<file path="src/rtl/eval_sequencer_if.sv">
// Board RAM read-port bundle shared through the req/gnt arbiter.
//   mem_req : sequencer requests the read port
//   mem_gnt : arbiter grant, may change any cycle
//   rd_en   : read strobe (mem_req & mem_gnt)
//   rd_addr : square index being read
//   rd_data : piece code, valid the cycle after rd_en
// master = evaluator side, slave = arbiter/RAM side.
interface eval_sequencer_if;
    logic       mem_req;
    logic       mem_gnt;
    logic       rd_en;
    logic [5:0] rd_addr;
    logic [3:0] rd_data;

    modport master (
        output mem_req,
        output rd_en,
        output rd_addr,
        input  mem_gnt,
        input  rd_data
    );

    modport slave (
        input  mem_req,
        input  rd_en,
        input  rd_addr,
        output mem_gnt,
        output rd_data
    );
endinterface

</file>
<file path="src/rtl/eval_sequencer.sv">
// Sequential material evaluator. On start it either reports a latched mate/stalemate
// verdict immediately or scans NUM_SQUARES board squares through the shared RAM port,
// summing signed piece weights (white positive).
// Ports:
//   clk_i, rst_i         : clock, synchronous active-high reset
//   start_i              : evaluation request, sampled only in idle
//   checkmate_i[1:0]     : 10 white mated, 01 black mated, else none
//   stalemate_i          : draw verdict
//   white_to_move_i      : side to move, latched with start_i
//   bus                  : board RAM read port (master side)
//   busy_o               : high while scanning
//   done_o               : one-cycle completion pulse
//   score_o              : white-relative score
//   score_stm_o          : side-to-move-relative score
module eval_sequencer #(
    parameter logic signed [15:0] MATE_SCORE  = 16'sd32000,
    parameter int unsigned        NUM_SQUARES = 64
) (
    input  logic                   clk_i,
    input  logic                   rst_i,
    input  logic                   start_i,
    input  logic [1:0]             checkmate_i,
    input  logic                   stalemate_i,
    input  logic                   white_to_move_i,
    eval_sequencer_if.master       bus,
    output logic                   busy_o,
    output logic                   done_o,
    output logic signed [15:0]     score_o,
    output logic signed [15:0]     score_stm_o
);

    localparam logic [6:0] NumSq = 7'(NUM_SQUARES);

    typedef enum logic [1:0] {StIdle, StScan, StDone} state_e;

    state_e             state_q, state_d;
    logic signed [15:0] acc_q, acc_d;
    logic signed [15:0] score_q, score_d;
    logic signed [15:0] score_stm_q, score_stm_d;
    logic [6:0]         issued_q, issued_d;
    logic [5:0]         addr_q, addr_d;
    logic               wtm_q, wtm_d;
    logic               pending_q;

    logic               all_issued;
    logic               mem_req;
    logic               rd_en;
    logic signed [15:0] piece_val;
    logic signed [15:0] sum;
    logic signed [15:0] verdict;
    logic               verdict_hit;

    function automatic logic signed [15:0] piece_value(input logic [3:0] code);
        logic signed [15:0] w;
        case (code[2:0])
            3'd1:       w = 16'sd1;
            3'd2, 3'd3: w = 16'sd3;
            3'd4:       w = 16'sd5;
            3'd5:       w = 16'sd10;
            default:    w = 16'sd0;   // empty, king, illegal
        endcase
        return code[3] ? -w : w;
    endfunction

    always_comb begin
        all_issued = (issued_q == NumSq);
        mem_req    = (state_q == StScan) && !all_issued;
        rd_en      = mem_req && bus.mem_gnt;
        // rd_data is only meaningful the cycle after a strobe, regardless of grant now.
        piece_val  = pending_q ? piece_value(bus.rd_data) : 16'sd0;
        sum        = acc_q + piece_val;
    end

    always_comb begin
        state_d     = state_q;
        acc_d       = acc_q;
        issued_d    = issued_q;
        addr_d      = addr_q;
        wtm_d       = wtm_q;
        score_d     = score_q;
        score_stm_d = score_stm_q;
        verdict     = 16'sd0;
        verdict_hit = 1'b0;

        case (state_q)
            StIdle: begin
                if (start_i) begin
                    wtm_d = white_to_move_i;
                    // Checkmate outranks stalemate; 00/11 are not mates.
                    if (checkmate_i == 2'b10) begin
                        verdict     = -MATE_SCORE;
                        verdict_hit = 1'b1;
                    end else if (checkmate_i == 2'b01) begin
                        verdict     = MATE_SCORE;
                        verdict_hit = 1'b1;
                    end else if (stalemate_i) begin
                        verdict_hit = 1'b1;
                    end

                    if (verdict_hit) begin
                        score_d     = verdict;
                        score_stm_d = white_to_move_i ? verdict : -verdict;
                        state_d     = StDone;
                    end else begin
                        acc_d    = 16'sd0;
                        issued_d = 7'd0;
                        addr_d   = 6'd0;
                        state_d  = StScan;
                    end
                end
            end
            StScan: begin
                acc_d = sum;
                if (rd_en) begin
                    addr_d   = addr_q + 6'd1;
                    issued_d = issued_q + 7'd1;
                end
                // Once everything is issued, this cycle carries the final pending datum.
                if (all_issued) begin
                    score_d     = sum;
                    score_stm_d = wtm_q ? sum : -sum;
                    state_d     = StDone;
                end
            end
            StDone: state_d = StIdle;
            default: state_d = StIdle;
        endcase
    end

    always_ff @(posedge clk_i) begin
        if (rst_i) begin
            state_q     <= StIdle;
            acc_q       <= 16'sd0;
            issued_q    <= 7'd0;
            addr_q      <= 6'd0;
            wtm_q       <= 1'b0;
            pending_q   <= 1'b0;
            score_q     <= 16'sd0;
            score_stm_q <= 16'sd0;
        end else begin
            state_q     <= state_d;
            acc_q       <= acc_d;
            issued_q    <= issued_d;
            addr_q      <= addr_d;
            wtm_q       <= wtm_d;
            pending_q   <= rd_en;
            score_q     <= score_d;
            score_stm_q <= score_stm_d;
        end
    end

    assign bus.mem_req  = mem_req;
    assign bus.rd_en    = rd_en;
    assign bus.rd_addr  = addr_q;
    assign busy_o       = (state_q == StScan);
    assign done_o       = (state_q == StDone);
    assign score_o      = score_q;
    assign score_stm_o  = score_stm_q;

endmodule
</file>
<file path="src/flat_wrapper.sv">
// flat-port wrapper written by rule: the top's interface ports become plain ports
module eval_sequencer_flat 
#(
    parameter logic signed [15:0] MATE_SCORE  = 16'sd32000,
    parameter int unsigned        NUM_SQUARES = 64
)
  (clk_i, rst_i, start_i, checkmate_i, stalemate_i, white_to_move_i, busy_o, done_o, score_o, score_stm_o, bus_mem_req, bus_rd_en, bus_rd_addr, bus_mem_gnt, bus_rd_data);
  eval_sequencer_if bus_i ();
  input  logic clk_i;
  input  logic rst_i;
  input  logic start_i;
  input  logic [1:0] checkmate_i;
  input  logic stalemate_i;
  input  logic white_to_move_i;
  output logic busy_o;
  output logic done_o;
  output logic signed [15:0] score_o;
  output logic signed [15:0] score_stm_o;
  output wire logic [$bits(bus_i.mem_req)-1:0] bus_mem_req;
  output wire logic [$bits(bus_i.rd_en)-1:0] bus_rd_en;
  output wire logic [$bits(bus_i.rd_addr)-1:0] bus_rd_addr;
  input wire logic [$bits(bus_i.mem_gnt)-1:0] bus_mem_gnt;
  input wire logic [$bits(bus_i.rd_data)-1:0] bus_rd_data;
  assign bus_mem_req = bus_i.mem_req;
  assign bus_rd_en = bus_i.rd_en;
  assign bus_rd_addr = bus_i.rd_addr;
  assign bus_i.mem_gnt = bus_mem_gnt;
  assign bus_i.rd_data = bus_rd_data;
  eval_sequencer #(.MATE_SCORE(MATE_SCORE), .NUM_SQUARES(NUM_SQUARES)) u_core (.clk_i(clk_i), .rst_i(rst_i), .start_i(start_i), .checkmate_i(checkmate_i), .stalemate_i(stalemate_i), .white_to_move_i(white_to_move_i), .bus(bus_i), .busy_o(busy_o), .done_o(done_o), .score_o(score_o), .score_stm_o(score_stm_o));
endmodule
</file>
<file path="config.mk">
export PLATFORM = sky130hd
export DESIGN_NAME = eval_sequencer_flat
export DESIGN_NICKNAME = d
export VERILOG_FILES = /design/src/rtl/eval_sequencer_if.sv /design/src/rtl/eval_sequencer.sv /design/src/flat_wrapper.sv
export SDC_FILE = /design/constraint.sdc
export NUM_CORES = 1
export LEC_CHECK = 0
export ABC_CLOCK_PERIOD_IN_PS = 3950
export BUFFER_PORTS_ARGS = -buffer_cell sky130_fd_sc_hd__buf_4
export CORE_ASPECT_RATIO = 0.6
export CORE_MARGIN = 2
export CORE_UTILIZATION = 25
export DETAILED_ROUTE_END_ITERATION = 7
export PLACE_DENSITY_LB_ADDON = 0.05
export REMOVE_ABC_BUFFERS = 1
export SLEW_MARGIN = 20
export SYNTH_ARGS = -nofsm -noshare
export SYNTH_HDL_FRONTEND = slang
export SYNTH_SLANG_ARGS = --single-unit
</file>
<file path="constraint.sdc">
create_clock -name clk_i -period 3.95 [get_ports clk_i]
set_input_delay 0.1975 -clock clk_i [delete_from_list [all_inputs] [get_ports clk_i]]
set_output_delay 0.1975 -clock clk_i [all_outputs]
set_load 0.005 [all_outputs]
</file>
==> results.json <==
{
  "syn_inst": 501,
  "antenna_found_initial": 0,
  "worstSetupStartpointType": "primary input",
  "ys_types": 62,
  "critPathKind": "primary input to flip-flop",
  "areaGrowthSynthToFinish_pct": 35.55,
  "place_congestion": 0.8129,
  "num_vias": 3832,
  "setup_slack_ns": 0.2831,
  "ant_nets": 0,
  "max_slew.worst_pin.slew_ns": 0.7308,
  "drtPass1Iterations": 4,
  "reg2reg_slack_ns": 0.71,
  "grt_usage_pct": 15.04,
  "port_buffers": 53,
  "fp.dieH_um": 101.6,
  "clkSlewWorstSetupHoldPaths_ns": 0.06,
  "io_pins": 54,
  "cts.hold.buffers_added": 0,
  "cp_max_fo": 3,
  "clock_latency_ns": 0.34,
  "drc": 0,
  "min_path_type": "primary input to flip-flop",
  "final_layout_size_suffix_gt1_share_pct": 28.03,
  "fin_nets": 643,
  "post-dp-hpwl_um": 9654,
  "setup_viol": 0,
  "worstPathCellList": "buf_4 -> inv_1 -> ha_1 -> inv_1 -> nor3_1 -> a21oi_1 -> nor2_1 -> nor2_1 -> and2_1 -> ha_1 -> nand2_1 -> o21ai_0 -> and2_1 -> ha_1 -> o21a_1 -> o21ai_2 -> a211o_1 -> buf_4 -> a31oi_4 -> xor2_2 -> nor4_1 -> or4b_1 -> o211ai_1",
  "p_per_area_nw_per_um2": 319.5,
  "wl_per_cell_um": 15.46,
  "synth_area_leaders": "dfxtp_1 32%, ha_1 7.9%, nor2_1 7.3%",
  "drt-initial-drc-count": 161,
  "fin_skew_ns": 0.009781,
  "cts_tree": "done",
  "synth.avg_cell_area_um2": 7.917,
  "yosysTopAreaCellShare_pct": 32.30,
  "grt_pass1_wl_um": 19910,
  "crit_family": "simple AND/OR/NAND/NOR gates",
  "post-place-ws_ns": -0.4107,
  "slew_headroom_pct": 51.21,
  "htree_levels": 3,
  "crit_path_end_kind": "flip-flop",
  "period_minus_slack_ns": 3.667,
  "required_ns": 4.21,
  "ys_seq_area_share_pct": 32.30,
  "multi_input_area_um2": 2569,
  "clock_sinks": 64,
  "timing.final.crit_share_pct": 92.83,
  "final-hold-violation-count": 0,
  "synth_top_area_cell": "dfxtp_1",
  "coreArea_um2": 15410,
  "grt.overflow.total": 0,
  "placed_cell_area_um2": 4960,
  "dieArea_um2": 16920,
  "max-vdd-ir-drop_mv": 0.1730,
  "fmax_mhz": 272.7,
  "grt_pass1_vias": 3748,
  "outcome": "completed",
  "cp_slowest_cell": "or4b_1",
  "num_rows": 35,
  "fin_tns_setup_ns": 0,
  "cp.buffers_inverters": 4,
  "grt_max_degree": 53,
  "filler_cell_count": 1629,
  "path_common_cell": "ha_1",
  "final_area_um2": 5376,
  "synth-seq-cells": 64,
  "p_leak_nw": 2.359,
  "synth_edf_count": 0,
  "synthFlopType": "dfxtp_1",
  "yosys_warnings": 0,
  "slew_violations": 0,
  "wl_um": 12570,
  "cts_root_buf": "clkbuf_16",
  "drv_cap": 0,
  "crit_arrival_ns": 3.92,
  "final-seq-area_um2": 1281,
  "via_per_inst": 4.713,
  "async_flop_share_pct": 0,
  "clk_path_buf_depth": 2,
  "mappedNetlistArea_um2": 3966,
  "rsz0062_at_grt": "no",
  "numCtsBuffers": 9,
  "die_x_um": 166.6,
  "max_stage_delay_ns": 0.47,
  "initial_core_util_pct": 25.73,
  "num_antenna_cells": 0
}
[synthesized netlist by cell type, types with 6 or more instances]
| cell type | count |
|---|---|
| and2_1 | 7 |
| inv_1 | 21 |
| a211oi_1 | 10 |
| clkbuf_1 | 16 |
| xor2_1 | 15 |
| ha_1 | 25 |
| nand3_1 | 6 |
| a22oi_1 | 7 |
| nor3_1 | 9 |
| a21oi_1 | 56 |
| nand4_1 | 8 |
| nor2b_1 | 6 |
| nor2_1 | 77 |
| xnor2_1 | 17 |
| o21a_1 | 6 |
| dfxtp_1 | 64 |
| o21ai_0 | 15 |
| nand2_1 | 53 |
[metrics by stage]
step                util (%)  std cells  total power [mW]  hold WS, ns
finish                 34.88        813             1.718       0.1507
global route           34.88        813             1.801       0.1694
CTS                    34.25        811             1.739       0.1497
detailed placement     32.18        795            0.9016       0.4496
global placement       32.18        795            0.9014       0.4480
floorplan                  -        476            0.7938       0.2666
[power breakdown]
| part | internal [mW] | switching, mW |
|---|---|---|
| logic | 0.0901 | 0.119 |
| registers | 0.664 | 0.0157 |
| clock network | 0.521 | 0.308 |
[timing repair]
| action | 4_1_cts | 5_1_grt |
|---|---|---|
| buffers inserted | 0 | 2 |
| resized for setup | 2 | 16 |
| endpoints found under the setup margin | 1 | 9 |
| pin swaps | 0 | 7 |
[registers in the layout, indices dropped and copies added, names as in the netlist]
signal              flops
u_core.score_o         15
u_core.score_stm_o     16
u_core.state_q          2
u_core.bus.rd_addr      6
u_core.wtm_q            1
u_core.issued_q         7
u_core.acc_q           16
u_core.pending_q        1
[kinds of logic (layout without fill, tap and decap cells)]
logic type | after synthesis | after routing | synth area share, %
AND/OR/NAND/NOR | 196 | 196 | 23.34
AO/OA/AOI/OAI | 132 | 132 | 22.24
flip-flops | 64 | 64 | 32.30
buffers and inverters | 46 | 155 | 5.300
XOR/XNOR | 32 | 32 | 7.066
adder cells (fa/ha/maj) | 26 | 26 | 8.391
multiplexers | 5 | 5 | 1.356
[placed cells by master (no fill, tap or decap), types with 3 or more instances in the layout]
cell	count
a211o_1	3
a211oi_1	10
a21o_1	4
a21oi_1	55
a22oi_1	7
a31oi_1	4
and2_1	7
buf_4	118
clkbuf_16	9
dfxtp_1	64
ha_1	24
inv_1	21
mux2_2	3
nand2_1	53
nand2b_1	3
nand3_1	6
nand4_1	8
nor2_1	77
nor2b_1	6
nor3_1	8
nor3b_1	3
o211ai_1	4
o21a_1	6
o21ai_0	15
o21ai_2	3
or2_2	4
xnor2_1	15
xor2_1	14
[tightest hold or removal path: cells and delay by family]
family | cells | cell delay [ns]
compound gates | 1 | 0.06
buf+inv | 1 | 0.10
simple gates | 1 | 0.08
[final timing paths]
check / start / endpoint / cells after the start
worst max-delay path: bus_rd_data[1] / u_core.score_stm_o[14] / 23
worst min-delay path: white_to_move_i / u_core.wtm_q / 3
worst max register to register: u_core.pending_q / u_core.score_stm_o[14] / 13
worst min register to register: u_core.score_stm_o[9] / u_core.score_stm_o[9] / 2
[cell type report]
class                           count  share of cell area (%)
Clock buffer                       11                   4.701
Sequential cell                    64                   23.83
Clock inverter                      5                   1.024
Inverter                           21                   1.466
Tap cell                          203                   4.724
Timing Repair Buffer              118                   16.48
Multi-Input combinational cell    391                   47.78
[per-layer routing]
layer	track usage [%]	part of all wire [%]
met1	22.09	55
met2	22.00	40
met3	3.478	4.1
met4	3.979	0.75
met5	0	0
(Power assumes the default switching activity.)
